--- config.mk ---
export PLATFORM = sky130hd
export DESIGN_NAME = veda_mc_ctrl
export DESIGN_NICKNAME = d
export VERILOG_FILES = /design/src/rtl/veda_mc_ctrl.sv
export SDC_FILE = /design/constraint.sdc
export NUM_CORES = 1
export LEC_CHECK = 0
export CAP_MARGIN = 20
export CORE_UTILIZATION = 50
export DETAILED_ROUTE_END_ITERATION = 16
export HOLD_SLACK_MARGIN = 0.03
export MAX_ROUTING_LAYER = met4
export PLACE_DENSITY = 0.85
export SYNTH_ARGS = -nofsm -noshare
export SYNTH_HDL_FRONTEND = slang
export SYNTH_SLANG_ARGS = --single-unit
export TNS_END_PERCENT = 1
--- constraint.sdc ---
create_clock -name clk -period 4.1 [get_ports clk]
set_input_delay 0.82 -clock clk [delete_from_list [all_inputs] [get_ports clk]]
set_output_delay 0.82 -clock clk [all_outputs]
set_load 0.01 [all_outputs]
--- src/rtl/veda_mc_ctrl.sv ---
// veda_mc_ctrl: multi-cycle fetch/decode/execute controller for a small MIPS-like instruction set.
module veda_mc_ctrl #(
  parameter int IMEM_AW = 20
) (
  input  logic        clk,
  input  logic        rst,
  input  logic        start,
  input  logic [31:0] ins_data,
  input  logic        alu_zero,
  output logic [31:0] pc,
  output logic [31:0] ir,
  output logic [2:0]  alu_op,
  output logic        alu_src_imm,
  output logic        dmem_mode,
  output logic        rf_we,
  output logic        mem_to_reg,
  output logic        busy,
  output logic        done,
  output logic        err,
  output logic [15:0] instr_count
);
  typedef enum logic [2:0] {IDLE, FETCH, DECODE, EXEC, MEM, WB, DONE, ERR} state_t;
  state_t state, state_n;
  logic [31:0] pc_n, ir_n, imm_sext;
  logic [15:0] cnt_n, cnt_inc;
  logic [5:0] opcode, funct;
  logic is_r, is_addi, is_lw, is_sw, is_bne, is_halt, r_ok, legal, pc_oob;
  assign opcode   = ir[31:26];
  assign funct    = ir[5:0];
  assign imm_sext = {{16{ir[15]}}, ir[15:0]};
  assign is_r     = opcode == 6'b000000;
  assign is_addi  = opcode == 6'b000011;
  assign is_lw    = opcode == 6'b001000;
  assign is_sw    = opcode == 6'b001001;
  assign is_bne   = opcode == 6'b001011;
  assign is_halt  = opcode == 6'b111111;
  assign r_ok     = funct inside {6'b000000, 6'b000001, 6'b000010, 6'b000011, 6'b001000};
  assign legal    = (is_r && r_ok) || is_addi || is_lw || is_sw || is_bne;
  assign pc_oob   = (pc >> IMEM_AW) != 32'd0;
  assign cnt_inc  = (instr_count == 16'hFFFF) ? instr_count : instr_count + 16'd1;
  assign busy     = state inside {FETCH, DECODE, EXEC, MEM, WB};
  assign done     = state == DONE;
  assign err      = state == ERR;
  always_comb begin
    state_n     = state;
    pc_n        = pc;
    ir_n        = ir;
    cnt_n       = instr_count;
    alu_op      = 3'b000;
    alu_src_imm = 1'b0;
    dmem_mode   = 1'b1;
    rf_we       = 1'b0;
    mem_to_reg  = 1'b0;
    case (state)
      IDLE, DONE: if (start) begin
        state_n = FETCH;
        pc_n    = 32'd0;
        cnt_n   = 16'd0;
      end
      FETCH: if (pc_oob) state_n = ERR;
             else begin
               ir_n    = ins_data;
               state_n = DECODE;
             end
      DECODE: state_n = is_halt ? DONE : legal ? EXEC : ERR;
      EXEC: begin
        alu_op      = is_r ? ((funct == 6'b001000) ? 3'b100 : funct[2:0]) : is_bne ? 3'b001 : 3'b000;
        alu_src_imm = is_addi || is_lw || is_sw;
        state_n     = is_bne ? FETCH : (is_lw || is_sw) ? MEM : WB;
        if (is_bne) begin
          pc_n  = pc + (alu_zero ? 32'd1 : imm_sext);
          cnt_n = cnt_inc;
        end
      end
      MEM: begin
        dmem_mode = !is_sw;
        state_n   = is_sw ? FETCH : WB;
        if (is_sw) begin
          pc_n  = pc + 32'd1;
          cnt_n = cnt_inc;
        end
      end
      WB: begin
        rf_we      = 1'b1;
        mem_to_reg = is_lw;
        state_n    = FETCH;
        pc_n       = pc + 32'd1;
        cnt_n      = cnt_inc;
      end
      default: state_n = ERR;
    endcase
  end
  always_ff @(posedge clk) begin
    if (rst) begin
      state       <= IDLE;
      pc          <= 32'd0;
      ir          <= 32'd0;
      instr_count <= 16'd0;
    end else begin
      state       <= state_n;
      pc          <= pc_n;
      ir          <= ir_n;
      instr_count <= cnt_n;
    end
  end
endmodule
==> implementation parameters <==
Parameter                              Value

Run status
  Status ... completed

Die
  Number of cell rows ... 36
  Die outline area ... 0.01075 mm²
  Starting density of the core ... 52.15%
  Standard cell core area ... 0.009910 mm²
  Horizontal die dimension ... 103.7 µm
  Die span in y ... 103.7 µm
  Ports placed on the boundary ... 126

Synthesis
  Simple-gate share of the synthesized area ... 26.20%
  Compound-gate portion of the synthesized area ... 23.08%
  Post-synthesis cell area ... 0.005167 mm²
  Count of different cell masters after synthesis ... 62
  Yosys synthesis warning count ... 0
  Cell count after synthesis ... 662
  Main synth FF type ... sky130_fd_sc_hd__dfxtp_1
  Main combinational cell family by area after synthesis ... simple AND/OR/NAND/NOR gates
  Share of cell area taken by muxes after synthesis ... 0.3874%
  Sequential element share of the synthesized area ... 32.15%
  Flops & latches, synth ... 83
  Number of enable-type register cells in the synthesized netlist ... 0
  Xor-xnor portion of the synthesized cell area ... 6.441%
  Area share of fa/ha/maj cells after synthesis ... 8.136%
  Synthesized area per cell ... 7.806 µm²
  Total nets after synthesis ... 731
  Share of synthesized flip-flops with an asynchronous set or reset ... 0%

Clocking
  Maximum clock path buffer count ... 2
  CTS tree ... yes
  Clock root buffer ... sky130_fd_sc_hd__clkbuf_8
  Clock input transition at the sequential cells of the worst setup and hold paths ... 0.09 ns
  Number of setup buffers added after CTS ... 0
  Clock latency reported for the late side of the worst-skew pair ... 0.37 ns
  Number of H-tree levels ... 3
  Hold buffers post-CTS ... 0
  Post-cts repair resize count ... 0
  Number of sinks handled by clock tree synthesis ... 83
  CTS Buf Count ... 9

Final layout
  NumNets Final ... 846
  Area Growth Syn to Fin ... 30.80%
  Antenna Cells ... 0
  Number of standard cells in the layout, taps in and fillers out ... 915
  Layout cell share with drive strength beyond 1 ... 6.905%

Timing
  Maximum clock rate ... 0.2580 GHz
  Final hold violation count ... 0
  Portion of the clock cycle consumed by the worst path in the final layout ... 94.55%
  Endpoints failing setup ... 0
  Setup repair after global routing missed its margin ... no
  Worst-case clock skew ... 0.01031 ns
  Total negative slack ... 0 ns
  Transition time of the tightest slew-check pin ... 0.9580 ns
  Number of slew-limit violations in the final report ... 0
  Final min period ... 3.876 ns
  Slew HR ... 36.14%

Critical path
  Critical path class ... in -> reg
  Arrival time of data at the critical path endpoint ... 4.18 ns
  Required time of the worst setup path ... 4.40 ns
  Critical Path Start Type ... input port
  CP endpoint kind ... register
  Register-to-register setup slack ... 0.37 ns
  CP max FO ... 15
  Cells on worst reg2reg path ... 13

Place
  Routability-driven placement congestion ratio ... 0.9292
  Input/output buffers ... 125
  Cell count after placement ... 897
  DPL Wire Length ... 10520 µm

Hold path
  Worst hold path cell count ... 2
  Type of the most critical hold path ... reg -> reg

Power
  Fraction of power spent switching nets ... 34.96%
  Internal power summed over all cells ... 1.540 mW
  IR drop worst, VDD ... 0.3382 mV
  Net switching power figure ... 0.8277 mW
  Sequential group share of total power ... 40.5%
  Total power per unit cell area ... 350.3 mW/mm²
  Proportion of power drawn by combinational gates ... 31.6%
  P_leak ... 2.543 nW
  Clock power share ... 27.9%

Detailed routing
  DR pass1 iterations ... 5
  Per-cell routed wire length ... 15.75 µm
  Antenna violation net count after detailed routing ... 0
  Iteration-0 DRC count of the detailed router ... 294
  Number of design rule violations left after detail routing ... 0
  Via count of the routed design ... 5322
  Post-detailed-route via-to-cell ratio ... 5.816
  Overall routed net length ... 14410 µm

Global routing
  Total global routing track utilization ... 27.53%
  Overall overflow remaining after global route ... 0
  Largest net degree at the start of global routing ... 39
  First-pass GRT wire length ... 23670 µm
  Vias in the first global route ... 4985
  Number of antenna violations at the first check in global routing ... 0

Job
  Number of maximum-capacitance violations ... 0
==> cell families after synthesis <==
family,count (synthesis)
compound gates,183
xor+xnor,38
fa+ha+maj,33
buf+inv,43
flops,83
mux,2
simple gates,280
==> final timing paths <==
kind                          from                  end
max                       alu_zero  pc[28]$_SDFFE_PP0P_
min            ir[16]$_SDFFE_PP0P_  ir[16]$_SDFFE_PP0P_
max reg2reg  state[1]$_SDFFE_PP0P_  pc[28]$_SDFFE_PP0P_
min reg2reg    ir[16]$_SDFFE_PP0P_  ir[16]$_SDFFE_PP0P_
==> state kept, by name, summed over array words and instances (netlist names) <==
name and count:
ir 32, pc 32, instr_count 16, state 3
==> power groups by stage <==
stage | Combinational, mW | Sequential [mW] | Clock [mW]
finish | 0.748 | 0.959 | 0.660
global route | 0.815 | 0.968 | 0.702
CTS | 0.713 | 0.955 | 0.670
detailed placement | 0.707 | 0.973 | 0
global placement | 0.692 | 0.969 | 0
floorplan | 0.449 | 0.961 | 0
==> routing by layer <==
metal	vias up	global-route usage [%]	wire length [µm]
met5	-	-	0
met4	0	12.35	483
met3	44	4.594	953
met2	231	44.20	6819
met1	2463	34.03	6157
li1	2584	-	-
==> cell usage in the layout (no fill, tap or decap), drive strengths merged, types with 7 or more instances in the layout <==
cell type / n
clkdlybuf4s50: 124
nand2: 109
dfxtp: 83
a21oi: 77
nor2: 57
o21ai: 36
ha: 32
xnor2: 26
and2: 21
nor3: 21
nand3: 17
a21o: 13
inv: 12
xor2: 12
buf: 11
and3: 10
clkbuf: 10
nor4: 9
nand4: 8
or3: 8
o21bai: 8
a22oi: 7
==> worst max-delay path, stage by stage <==
cell,delay (ns)
sky130_fd_sc_hd__clkdlybuf4s50_1,0.41
sky130_fd_sc_hd__nor2_1,0.53
sky130_fd_sc_hd__nand2_1,0.16
sky130_fd_sc_hd__inv_1,0.34
sky130_fd_sc_hd__ha_1,0.34
sky130_fd_sc_hd__a21o_1,0.17
sky130_fd_sc_hd__a21oi_1,0.06
sky130_fd_sc_hd__o21a_1,0.21
sky130_fd_sc_hd__o21ai_0,0.32
sky130_fd_sc_hd__nand3_1,0.24
sky130_fd_sc_hd__a211o_1,0.35
sky130_fd_sc_hd__o31a_1,0.12
sky130_fd_sc_hd__o21ai_2,0.11
==> cell type report <==
type | instances | area (µm²)
clock buffer | 10 | 127.6
clock inverter | 6 | 90.09
fill | 816 | 3151
inverter | 12 | 45.04
multi-input combinational | 536 | 3319
sequential | 83 | 1662
tap | 133 | 166.4
timing repair buffer | 135 | 1349
==> synth_stat cells (3+ instances only) <==
| library cell | instances | area (µm²) |
|---|---|---|
| sky130_fd_sc_hd__a22o_1 | 3 | 26.28 |
| sky130_fd_sc_hd__xor2_1 | 12 | 105.1 |
| sky130_fd_sc_hd__or3_1 | 7 | 43.79 |
| sky130_fd_sc_hd__o21bai_1 | 7 | 52.55 |
| sky130_fd_sc_hd__xnor2_1 | 26 | 227.7 |
| sky130_fd_sc_hd__a31oi_1 | 5 | 31.28 |
| sky130_fd_sc_hd__nor3_1 | 14 | 70.07 |
| sky130_fd_sc_hd__nor3_2 | 7 | 70.07 |
| sky130_fd_sc_hd__a21oi_1 | 77 | 385.4 |
| sky130_fd_sc_hd__nand3_1 | 17 | 85.08 |
| sky130_fd_sc_hd__a211oi_1 | 4 | 30.03 |
| sky130_fd_sc_hd__buf_6 | 3 | 33.78 |
| sky130_fd_sc_hd__a21o_1 | 13 | 97.59 |
| sky130_fd_sc_hd__clkbuf_1 | 26 | 97.59 |
| sky130_fd_sc_hd__o21a_1 | 6 | 45.04 |
| sky130_fd_sc_hd__ha_1 | 32 | 400.4 |
| sky130_fd_sc_hd__and2_1 | 21 | 131.4 |
| sky130_fd_sc_hd__nor4_1 | 8 | 50.05 |
| sky130_fd_sc_hd__and3_1 | 10 | 62.56 |
| sky130_fd_sc_hd__nand2_1 | 109 | 409.1 |
| sky130_fd_sc_hd__a22oi_1 | 7 | 52.55 |
| sky130_fd_sc_hd__nand4_1 | 8 | 50.05 |
| sky130_fd_sc_hd__o21ai_0 | 23 | 115.1 |
| sky130_fd_sc_hd__inv_1 | 12 | 45.04 |
| sky130_fd_sc_hd__nor3b_1 | 3 | 22.52 |
| sky130_fd_sc_hd__nor2_1 | 57 | 214.0 |
| sky130_fd_sc_hd__nor2b_1 | 6 | 37.54 |
| sky130_fd_sc_hd__o21ai_2 | 11 | 96.34 |
| sky130_fd_sc_hd__dfxtp_1 | 83 | 1662 |
| sky130_fd_sc_hd__nand2b_1 | 3 | 18.77 |
==> through the flow <==
stage,instance area (µm²),util [%],hold slack [ns],power [mW],setup WS [ns]
after global routing,6759,68.21,0.4859,2.486,0.003662
after global placement,6499,65.58,0.4421,1.661,0.09192
after CTS,6716,67.78,0.4645,2.337,0.2835
after detailed placement,6499,65.58,0.4502,1.680,-0.08369
after floorplan,5167,-,0.4805,1.410,0.8089
final,6759,68.21,0.4610,2.368,0.2235
No activity file was read; power rests on OpenSTA's default activity.
